File: src/rtl/ibex_rf_preload_ctrl.sv
// Bulk-loads a contiguous run of GPRs through the regfile side write port, optionally halting the core first.
// One side write per accepted source beat, presented the cycle after acceptance; writes lost to a same-address core write are retried.
module ibex_rf_preload_ctrl #(
    parameter bit          RV32E       = 1'b0,
    parameter int unsigned DataWidth   = 32,
    parameter bit          RequireHalt = 1'b1
) (
    input  logic                 clk_i,
    input  logic                 rst_ni,
    input  logic                 start_i,
    input  logic [4:0]           base_addr_i,
    input  logic [5:0]           count_i,
    output logic                 busy_o,
    output logic                 done_o,
    output logic                 err_o,
    output logic [7:0]           coll_cnt_o,
    input  logic                 src_valid_i,
    input  logic [DataWidth-1:0] src_data_i,
    output logic                 src_ready_o,
    output logic                 halt_req_o,
    input  logic                 halt_ack_i,
    input  logic                 core_we_i,
    input  logic [4:0]           core_waddr_i,
    output logic                 rf_input_valid_o,
    output logic [4:0]           rf_input_addr_o,
    output logic [DataWidth-1:0] rf_input_data_o
);

    localparam logic [5:0] NumWords = RV32E ? 6'd16 : 6'd32;
    localparam logic [4:0] LastAddr = 5'(NumWords - 6'd1);

    typedef enum logic [1:0] {
        IDLE,
        HALT,
        LOAD,
        DONE
    } state_e;

    state_e               state_q;
    logic [4:0]           cur_addr_q;
    logic [5:0]           beats_left_q;
    logic                 out_vld_q;
    logic [4:0]           out_addr_q;
    logic [DataWidth-1:0] out_data_q;
    logic                 busy_q;
    logic                 done_q;
    logic                 err_q;
    logic                 halt_req_q;
    logic [7:0]           coll_cnt_q;

    logic start_bad;
    logic coll;
    logic accept;
    logic wr_done;

    assign start_bad = (base_addr_i == 5'd0) || ({1'b0, base_addr_i} >= NumWords) ||
                       (count_i == 6'd0) || (count_i > (NumWords - 6'd1));

    // The core write wins inside the regfile, so a same-address core write means our write was lost.
    assign coll    = out_vld_q && core_we_i && (core_waddr_i == out_addr_q);
    assign wr_done = out_vld_q && !coll;

    // coll implies out_vld_q, so !coll alone covers "empty or draining".
    assign src_ready_o = (state_q == LOAD) && (beats_left_q != 6'd0) && !coll;
    assign accept      = src_valid_i && src_ready_o;

    always_ff @(posedge clk_i or negedge rst_ni) begin
        if (!rst_ni) begin
            state_q      <= IDLE;
            cur_addr_q   <= 5'd0;
            beats_left_q <= 6'd0;
            out_vld_q    <= 1'b0;
            out_addr_q   <= 5'd0;
            out_data_q   <= '0;
            busy_q       <= 1'b0;
            done_q       <= 1'b0;
            err_q        <= 1'b0;
            halt_req_q   <= 1'b0;
            coll_cnt_q   <= 8'd0;
        end else begin
            err_q <= 1'b0;

            if (coll && (coll_cnt_q != 8'hFF)) begin
                coll_cnt_q <= coll_cnt_q + 8'd1;
            end

            // A new beat may replace a completing write in the same cycle; on collision everything holds.
            if (accept) begin
                out_vld_q    <= 1'b1;
                out_addr_q   <= cur_addr_q;
                out_data_q   <= src_data_i;
                cur_addr_q   <= (cur_addr_q == LastAddr) ? 5'd1 : cur_addr_q + 5'd1;
                beats_left_q <= beats_left_q - 6'd1;
            end else if (wr_done) begin
                out_vld_q <= 1'b0;
            end

            unique case (state_q)
                IDLE: begin
                    if (start_i) begin
                        if (start_bad) begin
                            err_q <= 1'b1;
                        end else begin
                            cur_addr_q   <= base_addr_i;
                            beats_left_q <= count_i;
                            coll_cnt_q   <= 8'd0;
                            busy_q       <= 1'b1;
                            halt_req_q   <= RequireHalt;
                            state_q      <= RequireHalt ? HALT : LOAD;
                        end
                    end
                end
                HALT: begin
                    if (halt_ack_i) begin
                        state_q <= LOAD;
                    end
                end
                LOAD: begin
                    if ((beats_left_q == 6'd0) && wr_done) begin
                        state_q <= DONE;
                        done_q  <= 1'b1;
                    end
                end
                DONE: begin
                    state_q    <= IDLE;
                    done_q     <= 1'b0;
                    busy_q     <= 1'b0;
                    halt_req_q <= 1'b0;
                end
                default: state_q <= IDLE;
            endcase
        end
    end

    assign busy_o           = busy_q;
    assign done_o           = done_q;
    assign err_o            = err_q;
    assign halt_req_o       = halt_req_q;
    assign coll_cnt_o       = coll_cnt_q;
    assign rf_input_valid_o = out_vld_q;
    assign rf_input_addr_o  = out_addr_q;
    assign rf_input_data_o  = out_data_q;

endmodule

File: config.mk
export PLATFORM = sky130hd
export DESIGN_NAME = ibex_rf_preload_ctrl
export DESIGN_NICKNAME = d
export VERILOG_FILES = /design/src/rtl/ibex_rf_preload_ctrl.sv
export SDC_FILE = /design/constraint.sdc
export NUM_CORES = 1
export LEC_CHECK = 0
export CORE_ASPECT_RATIO = 0.6
export CORE_UTILIZATION = 48
export DETAILED_ROUTE_END_ITERATION = 16
export PLACE_DENSITY = 0.95
export SLEW_MARGIN = 20
export SYNTH_ARGS = -nofsm -noshare
export SYNTH_HDL_FRONTEND = slang
export SYNTH_SLANG_ARGS = --single-unit
File: constraint.sdc
create_clock -name clk_i -period 3.8 [get_ports clk_i]
set_input_delay 0.95 -clock clk_i [delete_from_list [all_inputs] [get_ports clk_i]]
set_output_delay 0.95 -clock clk_i [all_outputs]
set_load 0.03 [all_outputs]
# [Word level (Yosys, flattened, before mapping)]
# Cells that the tools add are included.
[totals] regBits=62 in_bits=54 out_inout_bits=51 elab_cells=74
[op_classes] n_addsub=3 magnitude_cmp=1 eq_ne=10 muxes=28 reduce_logical=22
[op_table] cell="two-way mux 8 bit" count=4
[op_table] cell="two-way mux 5 bit" count=5
[op_table] cell="two-way mux 6 bit" count=4
[op_table] cell="logical NOT 6 bit" count=2
[op_table] cell="adder 8 x 1 -> 8 bit (second input constant)" count=1
[op_table] cell="logical AND 1 bit" count=8
[op_table] cell="two-way mux 1 bit" count=8
[op_table] cell="two-way mux 2 bit" count=4
[op_table] cell="inequality test 8 bit (second input constant)" count=1
[op_table] cell="case mux 2 bit (4 select lines)" count=1
[op_table] cell="greater-than comparator 6 x 5 -> 1 bit (second input constant)" count=1
[op_table] cell="inequality test 2 bit (second input constant)" count=3
[op_table] cell="nonzero test 2 bit" count=3
[op_table] cell="nonzero test 6 bit" count=1
[op_table] cell="subtractor 6 x 1 -> 6 bit (second input constant)" count=1
[op_table] cell="adder 5 x 1 -> 5 bit (second input constant)" count=1
[op_table] cell="== test 5 bit" count=1
[op_table] cell="== test 5 bit (second input constant)" count=1
[op_table] cell="logical NOT 5 bit" count=1
[op_table] cell="== test 2 bit (second input constant)" count=2
[op_table] cell="case mux 1 bit (2 select lines)" count=2
[op_table] cell="AND reduction 4 bit" count=1
[op_table] cell="AND reduction 3 bit" count=1
[op_table] cell="== test 2 x 1 -> 1 bit (second input constant)" count=1
[op_table] cell="5 further kinds" count=6

# [Longest topological paths before layout]
[logic_depth] word_depth=9 mapped_depth=9 ltp_nobuf=7

# [Worst setup path after synthesis]
# No wires, ideal clock.
[synth_path] path_kind="input to output" startpoint="input core_waddr_i[3]" endpoint="output src_ready_o" arrival_ps=2284 slack_ps=566 cell_stages=5 cell_sequence="xor2_1 > or4_1 > buf_2 > or2_2 > and3_1"
[synth_between] elab_chain_len=4
[synth_lines] item="start: declaration" line_no="23" source="input logic [4:0] core_waddr_i,"
[synth_lines] item="== test 5 bit" line_no="60" source="assign coll = out_vld_q && core_we_i && (core_waddr_i == out_addr_q);"
[synth_lines] item="logical AND 1 bit" line_no="60"
[synth_lines] item="logical NOT 1 bit" line_no="64" source="assign src_ready_o = (state_q == LOAD) && (beats_left_q != 6'd0) && !coll;"
[synth_lines] item="logical AND 1 bit" line_no="64"
[synth_lines] item="end: declaration" line_no="19" source="output logic src_ready_o,"
# Every way passes these cells.

# [Final worst setup path]
# Ends and elaborated chain as after synthesis.

==> tab_implementation.tex <==
\begin{tabular}{lr}
\hline
Metric & Value \\
\hline
\multicolumn{2}{l}{\textbf{Outcome}} \\
\quad Outcome & finished clean \\
\multicolumn{2}{l}{\textbf{Finish}} \\
\quad Net count of the finished layout & $\sim$500 \\
\quad Filler cells & 391 \\
\quad Share of final-layout standard cells stronger than drive strength 1 & under 10\% \\
\quad Number of inserted diodes & 0 \\
\quad Sequential Area & about 1600 µm² \\
\quad Number of non-filler instances in the completed layout & a little over 500 \\
\quad Multi-input logic area & 1310 µm² \\
\quad Layout Area Growth over Synthesis & 44.1\% \\
\multicolumn{2}{l}{\textbf{Logic synthesis}} \\
\quad Cell taking the most area after synthesis & sky130\_fd\_sc\_hd\_\_dfrtp\_1 \\
\quad Area fraction in compound gates after synthesis & between 6 and 7\% \\
\quad Synthesized flop and latch total & between 60 and 70 \\
\quad Distinct cell type count after synthesis & 45 \\
\quad Syn\_area\_per\_cell & 9.01 µm² \\
\quad Warnings from Yosys & 0 \\
\quad Synthesized netlist net count & between 300 and 400 \\
\quad Sequential share of the synthesized area & 52.7\% \\
\quad Count of flip-flops with a built-in enable after synthesis & 0 \\
\quad Area contributors post-synth & sky130\_fd\_sc\_hd\_\_dfrtp\_1, sky130\_fd\_sc\_hd\_\_nand2\_1, sky130\_fd\_sc\_hd\_\_ha\_1 \\
\quad Cell area after synthesis & a little under 3000 µm² \\
\quad Synth top area share & a little over half \\
\quad Adder and majority gate portion of the synthesized area & 4.25\% \\
\quad Post-synthesis cell count & about 330 \\
\quad Area share of and/or/nand/nor cells after synthesis & between 20 and 30\% \\
\quad Post-synth top flop & sky130\_fd\_sc\_hd\_\_dfrtp\_1 \\
\quad Post-synthesis xor/xnor area fraction & between 4 and 5\% \\
\quad FFs w/ async S/R, synth & 100\% \\
\quad Dominant combinational cell family by area after synthesis & simple AND/OR/NAND/NOR gates \\
\quad Multiplexer area fraction after synthesis & under 10\% \\
\multicolumn{2}{l}{\textbf{Timing}} \\
\quad Final-report hold violation count & 0 \\
\quad Worst Tran Pin Value & around 0.86 ns \\
\quad Worst slew margin & a little over two fifths \\
\quad Total setup violations reported at the end of the flow & 0 \\
\quad Unrepaired setup endpoints after global routing & false \\
\quad Setup Skew & roughly 0.0071 ns \\
\quad Fin crit period & 3.73 ns \\
\quad Total Neg Setup Slack & 0 ns \\
\quad Worst Setup Slack, final & a little under 0.07 ns \\
\quad Final period util & 98.2\% \\
\quad Fmax & approximately 270 MHz \\
\quad Pins Over Slew Limit & 0 \\
\multicolumn{2}{l}{\textbf{Clock network}} \\
\quad Root Buffer Master & sky130\_fd\_sc\_hd\_\_clkbuf\_8 \\
\quad Post-CTS Setup Inserts & 0 \\
\quad Clock transition at the register clock pins on the worst setup and hold paths after CTS & about 0.06 ns \\
\quad CTS tree & built \\
\quad Clock tree buffer depth & 2 \\
\quad Worst-Skew Late Latency & about 0.34 ns \\
\quad Num CTS Buffers & 9 \\
\quad Number of H-tree levels & 3 \\
\quad Clock tree sinks & just over 60 \\
\multicolumn{2}{l}{\textbf{Floorplanning}} \\
\quad Number of placement rows & 21 \\
\quad Area enclosed by the die boundary & approximately 6500 µm² \\
\quad Vertical die dimension & $\sim$63 µm \\
\quad Die span in x & roughly 100 µm \\
\quad \# IOs & between 100 and 150 \\
\quad Area of the core & roughly 5800 µm² \\
\quad Initial core utilization & about half \\
\multicolumn{2}{l}{\textbf{Routing}} \\
\quad Routed via count divided by cell count & around 5.2 \\
\quad Number of nets with antenna violations after detailed routing & 0 \\
\quad Residual DRC count & 0 \\
\quad Wirelength per Cell & $\sim$15 µm \\
\quad Routed wire length & 7790 µm \\
\quad Length of the first detailed-routing pass in iterations & 4 \\
\quad Via count of the routed design & $\sim$2,700 \\
\quad Initial detailed-routing violation count & 151 \\
\multicolumn{2}{l}{\textbf{Setup path}} \\
\quad Crit path kind & input pin to primary output \\
\quad Critical path endpoint category & primary output \\
\quad Cells traversed along the worst timing path & clkdlybuf4s50\_1, xor2\_1, or4\_4, or2\_2, and3\_1, buf\_2 \\
\quad CP max stage delay & 0.55 ns \\
\quad Worst-path fanout max & 3 \\
\quad CP max-delay cell & sky130\_fd\_sc\_hd\_\_or4\_4 \\
\quad Startpoint types & input pin \\
\quad Required time worst endpoint & 2.85 ns \\
\quad Worst EP arrival & roughly 2.8 ns \\
\multicolumn{2}{l}{\textbf{Placement}} \\
\quad Post-detailed-placement half-perimeter wirelength & 5650 µm \\
\quad Routability congestion estimate from global placement & slightly below 0.8 \\
\quad Setup WS pre-CTS & -0.375 ns \\
\quad Cell count after placement & roughly 500 \\
\quad Port bufs & around 100 \\
\multicolumn{2}{l}{\textbf{Pwr}} \\
\quad Leakage power summed over all cells & between 1.5 and 2 nW \\
\quad Worst vdd ir & $\sim$570 µV \\
\quad Power density cells & between 700 and 800 nW/µm² \\
\multicolumn{2}{l}{\textbf{Global route}} \\
\quad Number of global-route vias before repair & approximately 2,800 \\
\quad Global route total overflow & 0 \\
\quad Wire length of the first global-routing pass & between 10,000 and 15,000 µm \\
\quad Number of antenna violations at the first check in global routing & 0 \\
\quad Pin count of the biggest net entering global routing & 39 \\
\quad GRT Util Overall & 26.7\% \\
\multicolumn{2}{l}{\textbf{Job}} \\
\quad Number of max-capacitance violations reported & 0 \\
\multicolumn{2}{l}{\textbf{Min path}} \\
\quad Worst hold path class & flop to flop \\
\hline
\end{tabular}
-- cells by family after synthesis --
family                   count (synthesis)
adder cells (fa/ha/maj)                 10
XOR/XNOR                                16
flip-flops                              62
buffers and inverters                   23
AO/OA/AOI/OAI                           29
AND/OR/NAND/NOR                        184
multiplexers                             3
-- flip-flops by register name, summed over array words and instances, names as in the netlist, 2 cells and up --
signal / flops
rf_input_data_o: 32
state_q: 2
rf_input_addr_o: 5
cur_addr_q: 5
coll_cnt_o: 8
beats_left_q: 6
-- layout by cell type (no fill, tap or decap), types with 2 or more instances in the layout --
cell                              synthesis  final
sky130_fd_sc_hd__nand2_1                128    128
sky130_fd_sc_hd__buf_2                    5      2
sky130_fd_sc_hd__nor3_1                   3      2
sky130_fd_sc_hd__mux2i_1                  2      2
sky130_fd_sc_hd__or4_1                    3      2
sky130_fd_sc_hd__o2111ai_1                2      2
sky130_fd_sc_hd__nor4_1                   5      5
sky130_fd_sc_hd__o21ai_0                  7      7
sky130_fd_sc_hd__clkbuf_1                 7      3
sky130_fd_sc_hd__clkbuf_8                 0     11
sky130_fd_sc_hd__xnor2_1                 10     10
sky130_fd_sc_hd__dfrtp_1                 62     62
sky130_fd_sc_hd__and3_1                   4      4
sky130_fd_sc_hd__nor2_1                  20     20
sky130_fd_sc_hd__xor2_1                   6      6
sky130_fd_sc_hd__nor2b_1                  2      2
sky130_fd_sc_hd__a31oi_1                  6      6
sky130_fd_sc_hd__clkdlybuf4s50_1          0    102
sky130_fd_sc_hd__or4b_2                   2      2
sky130_fd_sc_hd__nor2_2                   4      4
sky130_fd_sc_hd__ha_1                    10     10
sky130_fd_sc_hd__nand3_1                  5      5
sky130_fd_sc_hd__or2_2                    2      2
sky130_fd_sc_hd__nor3_2                   1      2
sky130_fd_sc_hd__inv_1                    7      7
sky130_fd_sc_hd__buf_4                    2      8
sky130_fd_sc_hd__o211ai_1                 2      2
-- where the power goes --
group,switching [W],internal [W]
Combinational,0.000974,0.000676
Sequential,0.000208,0.000931
Clock,0.000239,0.000269
Total,0.00142,0.00188
-- routing by layer --
layer	wire length, µm	track usage, %	vias up
met5	0	0	-
met4	141	11.6	0
met3	731	11.2	16
met2	3610	41.3	126
met1	3310	32.7	1261
li1	-	-	1283
-- timing repair --
item,CTS,global route
gates resized for setup,5,1
hold endpoints to repair,0,0
hold buffers,0,0
endpoints found under the setup margin,1,1
-- critical path, delay by kind of cell --
| kind | cells | cell delay [ns] |
|---|---|---|
| XOR/XNOR | 1 | 0.16 |
| buffers and inverters | 2 | 0.60 |
| AND/OR/NAND/NOR | 3 | 1.06 |
-- through the flow --
step | hold slack (ns) | cell area, µm² | total power (W) | utilization (%)
final | 0.472 | 4240 | 0.00330 | 73.7
after global routing | 0.499 | 4240 | 0.00352 | 73.7
after CTS | 0.476 | 4240 | 0.00331 | 73.7
after detailed placement | 0.460 | 4080 | 0.00279 | 70.8
after global placement | 0.455 | 4080 | 0.00271 | 70.8
after floorplan | 0.467 | 2950 | 0.00210 | -
-- layout make-up --
class	count	area share (%)
clock buffers	14	3.83
clock inverters	1	0.118
inverters	7	0.619
multi-input cells	242	30.8
flip-flops and latches	62	36.6
repair buffers	112	25.7
well taps	80	2.36
-- cells in the mapped netlist (all sizes together), types with 2 or more instances --
master,count
or4,3
a31oi,6
mux2i,2
nor4,5
o21ai,8
o2111ai,2
ha,10
nand2,128
or4b,2
clkbuf,7
or2,2
inv,7
nor2b,2
xor2,6
nand3,5
and3,4
buf,9
xnor2,10
nor3,4
o211ai,2
dfrtp,62
nor2,24
a21oi,2
-- worst paths after layout --
kind	start	to	slack, ns	cells past startpoint
worst max-delay path	core_waddr_i[3]	src_ready_o	0.07	6
worst min-delay path	rf_input_data_o[1]	rf_input_data_o[1]	0.47	2
worst max register to register	state_q[0]	beats_left_q[3]	1.29	8
worst min register to register	rf_input_data_o[1]	rf_input_data_o[1]	0.47	2
max in group asynchronous	rst_ni	rf_input_data_o[22]	2.23	2
min in group asynchronous	rst_ni	rf_input_data_o[0]	0.72	1
No activity file was read; power rests on OpenSTA's default activity.
